[src/rtl/seven_seg_scanner.sv]
// Multiplexed 8-digit seven-segment scanner: one digit driven per TICK_DIV-cycle slot.
// Optional anti-ghosting blanking at the start of each slot when SEVEN_SEG_BLANK_EN is defined.
module seven_seg_scanner #(
    parameter int TICK_DIV     = 1000,
    parameter int BLANK_CYCLES = 16
) (
    input  logic        clk,
    input  logic        nrst,
    input  logic        enable,
    input  logic [63:0] ss_in,
    output logic [7:0]  seg,
    output logic [7:0]  dig_n,
    output logic        frame_start
);

    localparam int                 CNT_W    = $clog2(TICK_DIV);
    localparam logic [CNT_W-1:0]   CNT_LAST = CNT_W'(TICK_DIV - 1);
`ifdef SEVEN_SEG_BLANK_EN
    localparam logic [CNT_W-1:0]   BLANK_LIM = CNT_W'(BLANK_CYCLES);
`endif

    if (TICK_DIV < 2 || TICK_DIV > 65535 || BLANK_CYCLES < 1 || BLANK_CYCLES >= TICK_DIV) begin : g_param_check
        $error("seven_seg_scanner: illegal TICK_DIV/BLANK_CYCLES");
    end

    logic [CNT_W-1:0] cnt_q, cnt_d;
    logic [2:0]       idx_q, idx_d;
    logic [7:0]       seg_q, seg_d;
    logic [7:0]       dig_n_q, dig_n_d;
    logic             frame_start_q, frame_start_d;

    // Parked state (last count of digit 7) makes the first enabled edge land on digit 0, count 0.
    always_ff @(posedge clk or negedge nrst) begin
        if (!nrst) begin
            cnt_q         <= CNT_LAST;
            idx_q         <= 3'd7;
            seg_q         <= 8'h00;
            dig_n_q       <= 8'hFF;
            frame_start_q <= 1'b0;
        end else begin
            cnt_q         <= cnt_d;
            idx_q         <= idx_d;
            seg_q         <= seg_d;
            dig_n_q       <= dig_n_d;
            frame_start_q <= frame_start_d;
        end
    end

    always_comb begin
        cnt_d = CNT_LAST;
        idx_d = 3'd7;
        if (enable) begin
            if (cnt_q == CNT_LAST) begin
                cnt_d = '0;
                idx_d = idx_q + 3'd1;
            end else begin
                cnt_d = cnt_q + 1'b1;
                idx_d = idx_q;
            end
        end
    end

    // Outputs are computed from the next state so they are registered without extra latency.
    always_comb begin
        seg_d         = 8'h00;
        dig_n_d       = 8'hFF;
        frame_start_d = 1'b0;
        if (enable) begin
            seg_d         = ss_in[{idx_d, 3'b000} +: 8];
            dig_n_d       = ~(8'h01 << idx_d);
            frame_start_d = (idx_d == 3'd0) && (cnt_d == '0);
`ifdef SEVEN_SEG_BLANK_EN
            if (cnt_d < BLANK_LIM) begin
                seg_d   = 8'h00;
                dig_n_d = 8'hFF;
            end
`endif
        end
    end

    assign seg         = seg_q;
    assign dig_n       = dig_n_q;
    assign frame_start = frame_start_q;

endmodule

[config.mk]
export PLATFORM = sky130hd
export DESIGN_NAME = seven_seg_scanner
export DESIGN_NICKNAME = d
export VERILOG_FILES = /design/src/rtl/seven_seg_scanner.sv
export SDC_FILE = /design/constraint.sdc
export NUM_CORES = 1
export LEC_CHECK = 0
export BUFFER_PORTS_ARGS = -buffer_cell sky130_fd_sc_hd__buf_2
export CAP_MARGIN = 30
export CORE_MARGIN = 2
export CORE_UTILIZATION = 30
export DETAILED_ROUTE_END_ITERATION = 10
export PLACE_DENSITY = 0.54
export SLEW_MARGIN = 15
export SYNTH_ARGS = -nofsm -noshare
export SYNTH_HDL_FRONTEND = slang
export SYNTH_SLANG_ARGS = --single-unit
[constraint.sdc]
create_clock -name clk -period 2.5 [get_ports clk]
set_clock_uncertainty 0.1 [all_clocks]
set_input_delay 0.5 -clock clk [delete_from_list [all_inputs] [get_ports clk]]
set_output_delay 0.5 -clock clk [all_outputs]
set_load 0.05 [all_outputs]
# Word level (Yosys, flattened, before mapping)
# Cells that the tools add are included.
dict set report word_totals {
  regBits 30
  inputBits 67
  out_inout_bits 17
  word_cells 21
}
dict set report op_classes {
  n_addsub 2
  eq_ne 1
  n_shift 2
  muxes 7
  n_bitwise 1
  reduce_logical 3
}
# cell n
set ops {}
lappend ops {{64-bit by 7-bit variable part select with 8-bit output} 1}
lappend ops {{10-bit 2-to-1 mux} 2}
lappend ops {{8-bit 2-to-1 mux} 2}
lappend ops {{10-bit by 1-bit adder with 10-bit output, second input constant} 1}
lappend ops {{10-bit equality test, second input constant} 1}
lappend ops {{10-bit logical NOT} 1}
lappend ops {{8-bit NOT} 1}
lappend ops {{1-bit by 3-bit left shift with 8-bit output, first input constant} 1}
lappend ops {{3-bit 2-to-1 mux} 2}
lappend ops {{3-bit by 1-bit adder with 3-bit output, second input constant} 1}
lappend ops {{3-bit logical NOT} 1}
lappend ops {{1-bit logical AND} 1}
lappend ops {{1-bit 2-to-1 mux} 1}

# Longest topological paths before layout
# Gate-level depths: netlist (run 1).
dict set report depth {
  ltp_word 6
  mapped_depth 9
  depth_no_buf 6
}

# Worst setup path after synthesis (run 1)
# Ideal clock, no wire load.
dict set report synth_path {
  path_type {register to register}
  start {register cnt_q[0]}
  end {register seg_q[6] (netlist: seg[6])}
  setup_ns 0.081
  arrival_time_ns 2.331
  t_required_ns 2.319
  slack_ns -0.012
  path_stages_with_launch 9
  path_buffers 2
  synth_period_minus_slack_ns 2.512
  path_cell_list {dfstp_2 ha_1 nand3_2 buf_2 nor4_2 mux2i_1 clkbuf_1 o221ai_1 o22ai_2}
}
dict set report synth_between {
  elab_chain_cells 5
}
# item line_no
set synth_rtl {}
lappend synth_rtl {{start: declaration} 26} ;# logic [CNT_W-1:0] cnt_q, cnt_d;
lappend synth_rtl {{start signal: assignment} 41} ;# cnt_q <= cnt_d;
lappend synth_rtl {{10-bit equality test} 53} ;# if (cnt_q == CNT_LAST) begin
lappend synth_rtl {{3-bit 2-to-1 mux} 53}
lappend synth_rtl {{3-bit 2-to-1 mux} 52} ;# if (enable) begin
lappend synth_rtl {{64-bit by 7-bit variable part select with 8-bit output} 69} ;# seg_d = ss_in[{idx_d, 3'b000} +: 8];
lappend synth_rtl {{8-bit 2-to-1 mux} 68} ;# if (enable) begin
lappend synth_rtl {{net seg_d[6]} 28} ;# logic [7:0] seg_q, seg_d;
lappend synth_rtl {{end signal: assignment} 43} ;# seg_q <= seg_d;
lappend synth_rtl {{end: declaration} 28}
# The timed path passes the listed nets, and every way through them passes these cells.

# Worst setup path in the final report (run 1)
# Ends and elaborated chain as after synthesis.

==> summary.md, run 1 <==
| Metric | Value |
|---|---|
| Sw frac | 47.44% |
| Crit-path max FO | 6 |
| Fin nets | around 400 |
| Number of enable flip-flop cells after synthesis | 0 |
| Starting DRT DRC Count | roughly 160 |
| Reg2Reg Setup Slack | roughly 0.12 ns |
| Top Ports | between 80 and 90 |
| Synthesized-area fraction occupied by adder cells | roughly 1.2% |
| RSZ-0062 raised after global routing | false |
| Post-DP HPWL | about 5.2 mm |
| CP arrival | between 2 and 2.5 ns |
| Fin Setup TNS | 0 ns |
| Initial antenna violation count | 0 |
| Final GP Congestion | around 0.84 |
| Share of layout cells above drive strength 1 | a little under half |
| Antenna viol nets, final | 0 |
| Yosys reg bits | 30 |
| Routed wire per std cell | 16.02 um |
| Worst setup EP type | flip-flop |
| Clock Power Share | around 13% |
| Critical path class | reg2reg |
| TritonCTS Buffers | 5 |
| Die X | 87.93 um |
| DRT Pass-1 Iters | 4 |
| Status | finished clean |
| Latest clock arrival within the worst-skew pair | ~0.28 ns |
| Min Tclk post-route | about 2.4 ns |
| Synth warn | 0 |
| First-pass GRT wire length | roughly 11 mm |
| Final period utilization | ~95% |
| Final setup viols | 0 |
| Pint | between 1.5 and 2 mW |
| Post-synthesis cell area | 2113 um2 |
| PD cells | roughly 1100 nW/um2 |
| Total track usage | between 10% and 20% |
| Average size of a mapped cell | approximately 8.9 um2 |
| Number of diodes | 0 |
| Maximum clock frequency | around 0.42 GHz |
| Synth Flop Type | dfstp_2 |
| Final Max Slew Viols | 0 |
| Cell variety after synth | a little under 50 |
| Post-CTS sizing | 0 |
| DR vias/cell | around 5.3 |
| Sequential-to-total area share from yosys stat | between 30% and 40% |
| Register area | 774.5 um2 |
| Synth Area in XOR/XNOR | 2.072% |
| # port buffers | 83 |
| Largest family of logic cells by synthesized area | compound AO/OA/AOI/OAI gates |
| Overall Power | around 3.1 mW |
| Worst slew margin | between 50% and 60% |
| Vias in the first global route | approximately 2200 |
| Syn nets | between 300 and 400 |
| Slew @ Worst Pin | 0.6788 ns |
| Initial Utilization | between 30 and 40% |
| Most area-hungry cell type in the Yosys netlist | dfstp_2 |
| Total gr overflow | 0 |
| CTS root buffer | clkbuf_8 |
| Mux share of post-synthesis cell area | ~4.7% |
| Final Cell Area | between 2000 and 3000 um2 |
| Hold/Removal Path Class | in2async |
| Fillers | 683 |
| Combinational Power Share | 62.1% |
| Die area | around 7700 um2 |
| # DRC | 0 |
| CTS tree | yes |
| Syn Inst Count | around 240 |
| WL final | slightly below 7 mm |
| Die extent in y | approximately 90 um |
| P_sw | around 1.5 mW |
| Simple-Gate Fraction of Synth Area | approximately a fifth |
| FP Rows | 30 |
| Clock slew at reported path FFs | about 0.070 ns |
| Pin count of the biggest net entering global routing | 31 |
| Clock Tree Buf Depth | 2 |
| Top-area cell type share of the netlist area | about a quarter |
| Fin. Hold Viols | 0 |
| Vias | 2292 |
| Max-cap violations | 0 |
| Multi-input logic area | approximately 1200 um2 |
| CTS H-tree depth | 2 |
| Core area | approximately 6800 um2 |
| Area growth from synthesis to layout | 35.29% |
| Asr flop ratio synth | between 90% and 100% |
| CTS sink cnt | 30 |
| Dpl cell area | approximately 2700 um2 |
| Critical path required time | 2.55 ns |
| Critical Path Start Type | flip-flop |
| Static leakage | between 1 and 1.5 nW |
| Top cells by area, synth | dfstp_2 (24%), dfrtp_1 (13%), o22ai_1 (6.5%) |
| # Post-CTS Setup Buffers | 0 |
| Hold buffer count at CTS | 0 |
| Util after Layout | ~42% |
| Reg power frac | roughly a quarter |
| Post-synthesis compound-gate area fraction | between 20% and 30% |
| Maximum vdd drop | between 300 and 400 uV |
[worst max-delay path: stages (launching register included)]
cell and delay [ns]:
dfstp_2 0.55, ha_1 0.19, nand3_2 0.15, or3_4 0.46, buf_4 0.16, or4_1 0.40, o211ai_1 0.13, o22ai_2 0.12
[stage by stage]
| step | setup slack [ns] | hold WS (ns) | cells |
|---|---|---|---|
| 2_1_floorplan | 0.004017 | 0.1044 | 237 |
| 3_3_place_gp | 0.1619 | 0.4388 | 421 |
| 3_5_place_dp | 0.1316 | 0.4476 | 421 |
| 4_1_cts | 0.1041 | 0.1772 | 429 |
| 5_1_grt | 0.01087 | 0.2067 | 429 |
| 6_report | 0.1177 | 0.1549 | 429 |
[worst paths after layout]
check                      startpoint       end  cells after the start
max                          cnt_q[0]    seg[6]                      7
min                              nrst    seg[3]                      1
min reg2reg                  idx_q[1]  idx_q[1]                      2
max reg2reg                  cnt_q[0]    seg[6]                      7
max in group asynchronous        nrst    seg[7]                      1
min in group clk            ss_in[61]    seg[5]                      3
[cells in the final DEF, fill, tap and decap left out, types with 4 or more instances in the layout]
master | synthesis | final
o22ai_1 | 22 | 22
nor4_1 | 5 | 5
nand3_1 | 19 | 19
o21ai_1 | 8 | 8
inv_1 | 7 | 7
clkbuf_8 | 0 | 6
nand2b_1 | 10 | 10
mux2i_1 | 10 | 9
nor2_1 | 4 | 4
o21ai_0 | 12 | 12
o211ai_1 | 16 | 16
buf_4 | 1 | 26
nand2_1 | 26 | 26
buf_2 | 6 | 83
dfstp_2 | 19 | 19
o22ai_2 | 8 | 8
dfrtp_1 | 11 | 11
[per-layer routing]
layer	wire, um	part of all wire (%)	up-vias	global-route usage, %
li1	-	-	1096	-
met1	3171	46	1094	24.26
met2	3169	46	91	28.51
met3	415	6.0	11	2.733
met4	115	1.7	0	7.552
met5	0	0	-	0
[cells by family (layout without fill, tap and decap cells)]
| logic type | count (synthesis) | count (layout) |
|---|---|---|
| AO/OA/AOI/OAI | 83 | 83 |
| adder cells (fa/ha/maj) | 2 | 2 |
| flip-flops | 30 | 30 |
| buffers and inverters | 29 | 125 |
| XOR/XNOR | 5 | 5 |
| AND/OR/NAND/NOR | 78 | 78 |
| multiplexers | 10 | 10 |
[Yosys cell counts (2+ instances only)]
master,count
xor2_1,2
nor2_1,4
o31ai_1,2
buf_6,2
dfrtp_1,11
o211ai_1,16
o21ai_0,12
inv_1,7
o221ai_1,2
o21ai_1,8
xnor2_1,3
a31oi_1,3
nand3_1,19
ha_1,2
dfstp_2,19
o22ai_1,22
nand2b_1,10
buf_1,3
o22ai_2,8
buf_2,6
or3_1,2
clkbuf_1,9
mux2i_1,10
nor4_1,5
nand2_1,26
[layout make-up]
class / instances / share of cell area [%]
clock buffers: 7 / 3.020
inverters: 8 / 1.050
flip-flops and latches: 30 / 27.09
well taps: 96 / 4.201
clock inverters: 1 / 0.1751
multi-input cells: 178 / 43.11
repair buffers: 109 / 21.36
[sequential cells by signal (all words and copies together), names as in the netlist]
| signal | cells |
|---|---|
| idx_q | 3 |
| frame_start | 1 |
| seg | 8 |
| cnt_q | 10 |
| dig_n | 8 |
[power groups by stage]
stage | registers, mW | clock network (mW) | logic, mW
final | 0.783 | 0.404 | 1.94
after global placement | 0.784 | 0 | 1.87
after CTS | 0.781 | 0.414 | 1.89
after detailed placement | 0.786 | 0 | 1.89
after global routing | 0.804 | 0.438 | 2.10
after floorplan | 1.05 | 0 | 1.06
No activity file was read; power rests on OpenSTA's default activity.
==> inputs of run 2 (changes only) <==
--- a/config.mk
+++ b/config.mk
@@ -10,6 +10,7 @@
 export CORE_MARGIN = 2
 export CORE_UTILIZATION = 30
 export DETAILED_ROUTE_END_ITERATION = 10
+export GPL_TIMING_DRIVEN = 0
 export PLACE_DENSITY = 0.54
 export SLEW_MARGIN = 15
 export SYNTH_ARGS = -nofsm -noshare
==> constraint.sdc (replaced) <==
create_clock -name clk -period 2.5 [get_ports clk]
set_clock_uncertainty 0.1 [all_clocks]
set_input_delay 0.75 -clock clk [delete_from_list [all_inputs] [get_ports clk]]
set_output_delay 0.75 -clock clk [all_outputs]
set_load 0.05 [all_outputs]
==> summary.md, run 2 (synthesized netlist as in run 1, its figures left out) <==
| Metric | Value |
|---|---|
| Status | finished clean |
| Vias in the first global route | between 2000 and 2500 |
| WL final | 6.872 mm |
| PD cells | between 1000 and 1500 nW/um2 |
| Final setup viols | 0 |
| CTS sink cnt | 30 |
| Critical Path Start Type | input port |
| Clock slew at reported path FFs | about 0.070 ns |
| Die extent in y | roughly 90 um |
| Register area | between 700 and 800 um2 |
| CTS tree | yes |
| Share of layout cells above drive strength 1 | 45.37% |
| Top Ports | 84 |
| DRT Pass-1 Iters | 4 |
| CP arrival | 2.44 ns |
| Worst slew margin | between 40% and 50% |
| Final GP Congestion | just under 0.8 |
| Fillers | roughly 700 |
| Antenna viol nets, final | 0 |
| Final period utilization | 95.31% |
| Critical path required time | 2.56 ns |
| Vias | 2233 |
| Critical path class | in2reg |
| Pin count of the biggest net entering global routing | 31 |
| First-pass GRT wire length | 10.93 mm |
| Number of diodes | 0 |
| Multi-input logic area | between 1000 and 1500 um2 |
| Pre-CTS setup slack | -0.5790 ns |
| Final Max Slew Viols | 0 |
| Max reg flops | 10 |
| Initial Utilization | 31.10% |
| CTS root buffer | clkbuf_8 |
| DR vias/cell | around 5.2 |
| Area growth from synthesis to layout | 39.02% |
| Maximum clock frequency | ~0.42 GHz |
| Hold/Removal Path Class | in2async |
| Initial antenna violation count | 0 |
| Min Tclk post-route | approximately 2.4 ns |
| Fin. Hold Viols | 0 |
| Die X | slightly below 90 um |
| Latest clock arrival within the worst-skew pair | roughly 0.28 ns |
| # port buffers | 83 |
| # DRC | 0 |
| Total track usage | approximately 18% |
| Core area | ~6800 um2 |
| Clock Tree Buf Depth | 2 |
| Crit-path max FO | 10 |
| Top reg by flops | cnt_q |
| Maximum vdd drop | between 300 and 400 uV |
| Setup ws final | 0.1171 ns |
| RSZ-0062 raised after global routing | false |
| Static leakage | 1.249 nW |
| TritonCTS Buffers | 5 |
| Die area | slightly below 8000 um2 |
| CTS H-tree depth | 2 |
| Fin nets | 403 |
| Starting DRT DRC Count | between 150 and 200 |
| Total gr overflow | 0 |
| Commonest cells after routing, fill and taps aside | buf_2 (87), nand2_1 (26), o22ai_1 (22) |
| Min Hold Slack | approximately 0.4 ns |
| FP Rows | 30 |
| Routed wire per std cell | 15.94 um |
| Commonest non-fill, non-tap cell in the layout | buf_2 |
| Post-DP HPWL | 5.142 mm |
| Max-cap violations | 0 |
| Worst setup EP type | flip-flop |
| Slew @ Worst Pin | a little under 0.8 ns |
[run 2: cell types whose count changed in the layout (fill, tap and decap cells not counted), moves of 2 or more]
cell      previous run  this run
buf_4               26         8
buf_2               83        87
buf_6                0         4
clkbuf_1             1         5
buf_1                0         3
buf_12               0         2
mux2i_4              0         2
nor4_1               5         3
nor4_2               0         2
[run 2: final timing paths]
kind | slack [ns] | start | cells past startpoint | end
worst max-delay path | 0.12 | enable | 7 | seg[2]
worst min-delay path | 0.40 | nrst | 1 | seg[2]
worst max register to register | 0.12 | cnt_q[0] | 10 | seg[0]
worst min register to register | 0.45 | idx_q[1] | 2 | idx_q[1]
max in group asynchronous | 1.47 | nrst | 1 | seg[7]
min in group clk | 0.45 | idx_q[1] | 2 | idx_q[1]
[run 2: per-layer routing]
layer	part of all wire (%)	routed length (um)	track usage [%]
met1	45	3099	24.94
met5	0	0	0
met3	5.8	399	2.639
met4	1.1	73	5.175
met2	48	3300	29.61
[run 2: repair_timing]
item,CTS,global route
gates resized for setup,11,15
hold buffers,0,0
setup endpoints to repair,17,9
pin swaps,3,2
setup buffers,6,2
gates cloned,0,0
[run 2: cell type report]
| type | count | share of cell area (%) |
|---|---|---|
| multi-input combinational | 178 | 43.61 |
| inverter | 8 | 1.022 |
| buffer | 20 | 4.174 |
| sequential | 30 | 26.36 |
| clock buffer | 5 | 2.342 |
| tap | 96 | 4.089 |
| clock inverter | 3 | 1.363 |
| timing repair buffer | 91 | 17.04 |
[run 2: critical path: stages]
cell and delay, ns:
buf_2 0.14, inv_1 0.11, nor2_1 0.61, a31oi_2 0.22
buf_4 0.23, o211ai_1 0.27, o22ai_2 0.12
[run 2: power breakdown]
group,total (mW),internal [mW],switching [mW]
Clock,0.484,0.293,0.191
Sequential,0.766,0.687,0.0791
Combinational,2.04,0.776,1.26
[run 2: per-stage QoR]
stage | power [mW] | cell area [um2] | utilization, % | std cells | TNS [ns]
3_5_place_dp | 2.543 | 2653 | 39.04 | 416 | -5.221
5_1_grt | 3.504 | 2938 | 43.24 | 431 | 0
3_3_place_gp | 2.531 | 2653 | 39.04 | 416 | -4.332
4_1_cts | 3.196 | 2874 | 42.30 | 430 | 0
2_1_floorplan | 2.102 | 2117 | - | 237 | 0
6_report | 3.287 | 2938 | 43.24 | 431 | 0
